File: config.mk
export PLATFORM = sky130hd
export DESIGN_NAME = rom_loader_flat
export DESIGN_NICKNAME = d
export VERILOG_FILES = /design/src/rtl/rom_loader_if.sv /design/src/rtl/rom_loader.sv /design/src/flat_wrapper.sv
export SDC_FILE = /design/constraint.sdc
export NUM_CORES = 1
export LEC_CHECK = 0
export CORE_MARGIN = 8
export CORE_UTILIZATION = 31
export CTS_CLUSTER_DIAMETER = 80
export DETAILED_ROUTE_END_ITERATION = 6
export GPL_ROUTABILITY_DRIVEN = 0
export SYNTH_ARGS = -nofsm -noshare
export SYNTH_HDL_FRONTEND = slang
export SYNTH_SLANG_ARGS = --single-unit
File: constraint.sdc
create_clock -name clk -period 2.26 [get_ports clk]
set_clock_uncertainty 0.15 [all_clocks]
set_input_delay 0.452 -clock clk [delete_from_list [all_inputs] [get_ports clk]]
set_output_delay 0.452 -clock clk [all_outputs]
set_load 0.005 [all_outputs]
File: src/rtl/rom_loader_if.sv
// Load-stream handshake between an external image source and rom_loader.
// The master drives words in; the slave (the loader) answers with s_ready.
interface rom_loader_if;
    logic        s_valid;
    logic [31:0] s_data;
    logic        s_last;
    logic        s_ready;

    modport master (output s_valid, output s_data, output s_last, input s_ready);
    modport slave  (input s_valid, input s_data, input s_last, output s_ready);
endinterface

File: src/rtl/rom_loader.sv
// Boot-time instruction ROM writer: streams an image in from address 0, holds the core in reset meanwhile.
// Optional ecall fill of the unused ROM tail is built when ROM_LOADER_FILL_EN is defined.
module rom_loader #(
    parameter int          ROM_DEPTH = 1024,
    parameter int          ADDR_W    = 10,
    parameter logic [31:0] FILL_WORD = 32'h0000_0073
) (
    input  logic              clk,
    input  logic              rst_n,
    rom_loader_if.slave       load,
    output logic              rom_we,
    output logic [ADDR_W-1:0] rom_waddr,
    output logic [31:0]       rom_wdata,
    output logic              core_rst_n,
    output logic              done,
    output logic              err
);

    typedef enum logic [1:0] {LOAD, FILL, RUN, ERR} state_t;

    // cnt carries one extra bit so the top-address compare can never alias onto a wrapped value.
    localparam logic [ADDR_W:0] LAST_ADDR = (ADDR_W + 1)'(ROM_DEPTH - 1);

    state_t            state, state_nxt;
    logic [ADDR_W:0]   cnt, cnt_nxt;
    logic              we_nxt;
    logic [ADDR_W-1:0] waddr_nxt;
    logic [31:0]       wdata_nxt;
    logic              accept;

    // Gated by rst_n so the source never sees ready while the loader is held in reset.
    assign load.s_ready = rst_n && (state == LOAD);
    assign accept       = load.s_valid && load.s_ready;

    always_comb begin
        // NOTE: every signal gets its default before the case so no path can infer a latch.
        state_nxt = state;
        cnt_nxt   = cnt;
        we_nxt    = 1'b0;
        waddr_nxt = rom_waddr;
        wdata_nxt = rom_wdata;

        case (state)
            LOAD: begin
                if (accept) begin
                    we_nxt    = 1'b1;
                    waddr_nxt = cnt[ADDR_W-1:0];
                    wdata_nxt = load.s_data;
                    cnt_nxt   = cnt + 1'b1;
                    if (cnt == LAST_ADDR) begin
                        state_nxt = load.s_last ? RUN : ERR;
                    end else if (load.s_last) begin
`ifdef ROM_LOADER_FILL_EN
                        state_nxt = FILL;
`else
                        state_nxt = RUN;
`endif
                    end
                end
            end
            // Only reachable when the fill option is built in.
            FILL: begin
                we_nxt    = 1'b1;
                waddr_nxt = cnt[ADDR_W-1:0];
                wdata_nxt = FILL_WORD;
                cnt_nxt   = cnt + 1'b1;
                if (cnt == LAST_ADDR) begin
                    state_nxt = RUN;
                end
            end
            default: ;
        endcase
    end

    always_ff @(posedge clk) begin
        // NOTE: non-blocking assignments keep every register updating from pre-edge values.
        if (!rst_n) begin
            state      <= LOAD;
            cnt        <= '0;
            rom_we     <= 1'b0;
            rom_waddr  <= '0;
            rom_wdata  <= '0;
            core_rst_n <= 1'b0;
            done       <= 1'b0;
            err        <= 1'b0;
        end else begin
            state      <= state_nxt;
            cnt        <= cnt_nxt;
            rom_we     <= we_nxt;
            rom_waddr  <= waddr_nxt;
            rom_wdata  <= wdata_nxt;
            // Core release lags entry to RUN by one cycle, after the final ROM write has landed.
            core_rst_n <= (state == RUN);
            done       <= (state == RUN);
            err        <= (state == ERR);
        end
    end

endmodule

File: src/flat_wrapper.sv
// flat-port wrapper written by rule: the top's interface ports become plain ports
module rom_loader_flat 
#(
    parameter int          ROM_DEPTH = 1024,
    parameter int          ADDR_W    = 10,
    parameter logic [31:0] FILL_WORD = 32'h0000_0073
)
  (clk, rst_n, rom_we, rom_waddr, rom_wdata, core_rst_n, done, err, load_s_valid, load_s_data, load_s_last, load_s_ready);
  rom_loader_if load_i ();
  input  logic clk;
  input  logic rst_n;
  output logic rom_we;
  output logic [ADDR_W-1:0] rom_waddr;
  output logic [31:0] rom_wdata;
  output logic core_rst_n;
  output logic done;
  output logic err;
  input wire logic [$bits(load_i.s_valid)-1:0] load_s_valid;
  input wire logic [$bits(load_i.s_data)-1:0] load_s_data;
  input wire logic [$bits(load_i.s_last)-1:0] load_s_last;
  output wire logic [$bits(load_i.s_ready)-1:0] load_s_ready;
  assign load_i.s_valid = load_s_valid;
  assign load_i.s_data = load_s_data;
  assign load_i.s_last = load_s_last;
  assign load_s_ready = load_i.s_ready;
  rom_loader #(.ROM_DEPTH(ROM_DEPTH), .ADDR_W(ADDR_W), .FILL_WORD(FILL_WORD)) u_core (.clk(clk), .rst_n(rst_n), .load(load_i), .rom_we(rom_we), .rom_waddr(rom_waddr), .rom_wdata(rom_wdata), .core_rst_n(core_rst_n), .done(done), .err(err));
endmodule
==> flow_metrics.py <==
metrics = {
    "grt": {
        "overflow": 0,
        "grt_use_total_pct": 12.71,
        "grt_pass1_vias": 2225,
        "antenna_found_initial": 0,
        "grt_pass1_wl_mm": 10.52,
        "grt_max_degree": 28,
    },
    "job": {
        "max-cap-violations": 0,
    },
    "logic_synthesis": {
        "synthAdderAreaFrac_pct": 0.5414,
        "synth.mux.area_fraction_pct": 2.166,
        "yosys.area_share.xor_xnor_pct": 0,
        "ys_seq_area_share_pct": 50.24,
        "syn_nets": 309,
        "ys_warn_count": 0,
        "synth_compound_area_share_pct": 19.82,
        "syn-cell-area_sq_mm": 0.002311,
        "synthSimpleGateAreaFrac_pct": 22.58,
        "synth_seq_cells": 58,
        "synth_cells": 272,
        "syn_avg_cell_area_sq_um": 8.496,
        "yosysUniqueCellTypes": 38,
        "synth_top_family_by_area": "simple AND/OR/NAND/NOR gates",
    },
    "timing": {
        "finalWorstSetupSlack_ps": 253.3,
        "finalSetupViolations": 0,
        "period_share_pct": 88.79,
        "maxSlewViolCount": 0,
        "grt_setup_unrepaired": "no",
        "worst_slew_pin_slew_ps": 564.0,
        "hold_viol": 0,
        "tns_ps": 0,
        "fmax_mhz": 498.3,
        "layout_min_cycle_time_ps": 2007,
        "max_slew_margin_pct": 62.32,
    },
    "clock_tree": {
        "holdBufCountCts": 0,
        "cts_buffers": 9,
        "cts_tree": "yes",
        "htree_levels": 3,
        "cts-root-buf": "clkbuf_8",
        "clk_pin_slew_ps": 60,
        "clockBufferDepth": 2,
        "clock_latency_ps": 320,
        "numClockSinks": 58,
    },
    "critical_path": {
        "critical_path.max_fanout": 21,
        "worstSetupEndpointType": "register",
        "required_ps": 2370,
        "path_class": "in2reg",
        "startpoint_type": "input pin",
        "arrival_ps": 2120,
    },
    "floorplan": {
        "die_w_microns": 102.3,
        "initial_core_util_pct": 31.86,
        "core_area_sq_mm": 0.007253,
        "die_y_microns": 102.3,
        "rows": 31,
        "num_io_pins": 83,
        "die_area_sq_mm": 0.01047,
    },
    "placement": {
        "post-dp-hpwl_mm": 4.490,
        "io_buffer_count": 82,
        "place_ws_ps": -165.7,
    },
    "cells_and_area": {
        "nets": 393,
        "area_delta_synth_final_pct": 50.03,
        "mostFrequentLayoutCell": "clkdlybuf4s50_1",
        "postLayoutCoreUtil_pct": 47.80,
        "antenna_cells": 0,
        "layout-drive-gt1-share_pct": 8.889,
        "fillCellCount": 720,
        "final_cell_mix": "clkdlybuf4s50_1, dfxtp_1, nand2_1",
    },
    "detailed_routing": {
        "wl_per_cell_microns": 13.95,
        "ant_nets": 0,
        "routed-via-count": 2219,
        "viasPerCell": 4.834,
        "drc": 0,
        "drtIter0Drc": 99,
        "drt_pass1_iterations": 4,
        "wl_mm": 6.401,
    },
    "min_path": {
        "hold_class": "reg2reg",
    },
    "power": {
        "ir_drop_mv": 0.4130,
        "p_leak_nw": 1.267,
        "total_power_mw": 2.276,
        "power_density_mw_per_mm2": 656.3,
    },
    "outcome": {
        "outcome": "finished, final reports clean",
    },
}
==> flip-flops by register name, indices dropped and copies added, names as in the netlist <==
name,cells
u_core.err,1
u_core.core_rst_n,1
u_core.state,2
u_core.cnt,11
u_core.rom_waddr,10
u_core.rom_wdata,32
u_core.rom_we,1
==> power by group <==
| part | leakage, nW | total [mW] | internal [mW] | switching [mW] |
|---|---|---|---|---|
| sequential | 0.472 | 1.08 | 1.06 | 0.0210 |
| combinational | 0.699 | 0.282 | 0.163 | 0.118 |
| clock | 0.0962 | 0.914 | 0.530 | 0.384 |
| total | 1.27 | 2.28 | 1.75 | 0.523 |
==> cell type report <==
cell class                      count  area [sq um]  area share (%)
Timing Repair Buffer               94         934.6           26.96
Clock inverter                      3         40.04           1.155
Inverter                            4         15.01          0.4331
Tap cell                           99         123.9           3.573
Multi-Input combinational cell    189          1047           30.21
Clock buffer                       12         145.1           4.186
Sequential cell                    58          1161           33.49
==> per-layer routing <==
metal | part of all wire [%] | track usage [%] | vias to the layer above
li1 | - | - | 1130
met1 | 45 | 14.50 | 1030
met2 | 49 | 20.89 | 57
met3 | 6.0 | 5.586 | 2
met4 | 0.50 | 3.837 | 0
met5 | 0 | 0 | -
==> cells by family after synthesis <==
kind of cell / count (synthesis)
AND/OR/NAND/NOR: 101
AO/OA/AOI/OAI: 82
flip-flops: 58
buffers and inverters: 25
multiplexers: 5
adder cells (fa/ha/maj): 1
==> through the flow <==
stage          hold slack, ps  cells  instance area, sq um
2_1_floorplan           287.5    272                  2311
3_3_place_gp            291.5    444                  3278
3_5_place_dp            296.1    444                  3278
4_1_cts                 304.3    459                  3467
5_1_grt                 326.4    459                  3467
6_report                301.1    459                  3467
==> what timing repair did <==
action                     4_1_cts  5_1_grt
buffers inserted                 0        0
setup endpoints to repair        1        0
resized for setup                2        0
==> final timing paths <==
path	endpoint	start	cells after the start	slack (ps)
max reg2reg	u_core.cnt[8]$_SDFFE_PN0P_	u_core.cnt[0]$_SDFFE_PN0P_	4	510
min	u_core.rom_wdata[16]$_SDFFE_PN0P_	u_core.rom_wdata[16]$_SDFFE_PN0P_	2	300
max	u_core.cnt[5]$_SDFFE_PN0P_	rst_n	6	250
min reg2reg	u_core.rom_wdata[16]$_SDFFE_PN0P_	u_core.rom_wdata[16]$_SDFFE_PN0P_	2	300
==> synth_stat cells (all sizes together) <==
library cell,number,share of area [%]
nor2b,1,0.27
clkinv,1,0.16
nor2,7,1.1
and2,1,0.27
mux2i,5,2.2
a21o,1,0.32
clkbuf,13,2.2
buf,8,1.8
nor4,4,1.1
ha,1,0.54
o31ai,4,1.3
dfxtp,58,50
o22ai,5,1.4
nor4b,1,0.38
nand4,3,0.81
o311a,1,0.43
nand4b,1,1.0
nand3,14,3.0
nand2b,6,1.6
nor3,4,0.87
a21oi,43,9.5
a22oi,7,2.3
o21bai,1,0.32
nor3b,1,0.54
nand2,48,7.8
inv,3,0.49
or3,3,0.87
nand3b,2,1.2
or4,4,1.3
and3b,1,0.38
o21ai,20,4.3
==> critical path: stages <==
cell and delay [ps]:
clkdlybuf4s50_1 500, buf_4 240, a21oi_2 70, buf_4 180
or4_1 520, a21oi_1 150
Note: power is estimated with default switching activity, not from simulation.
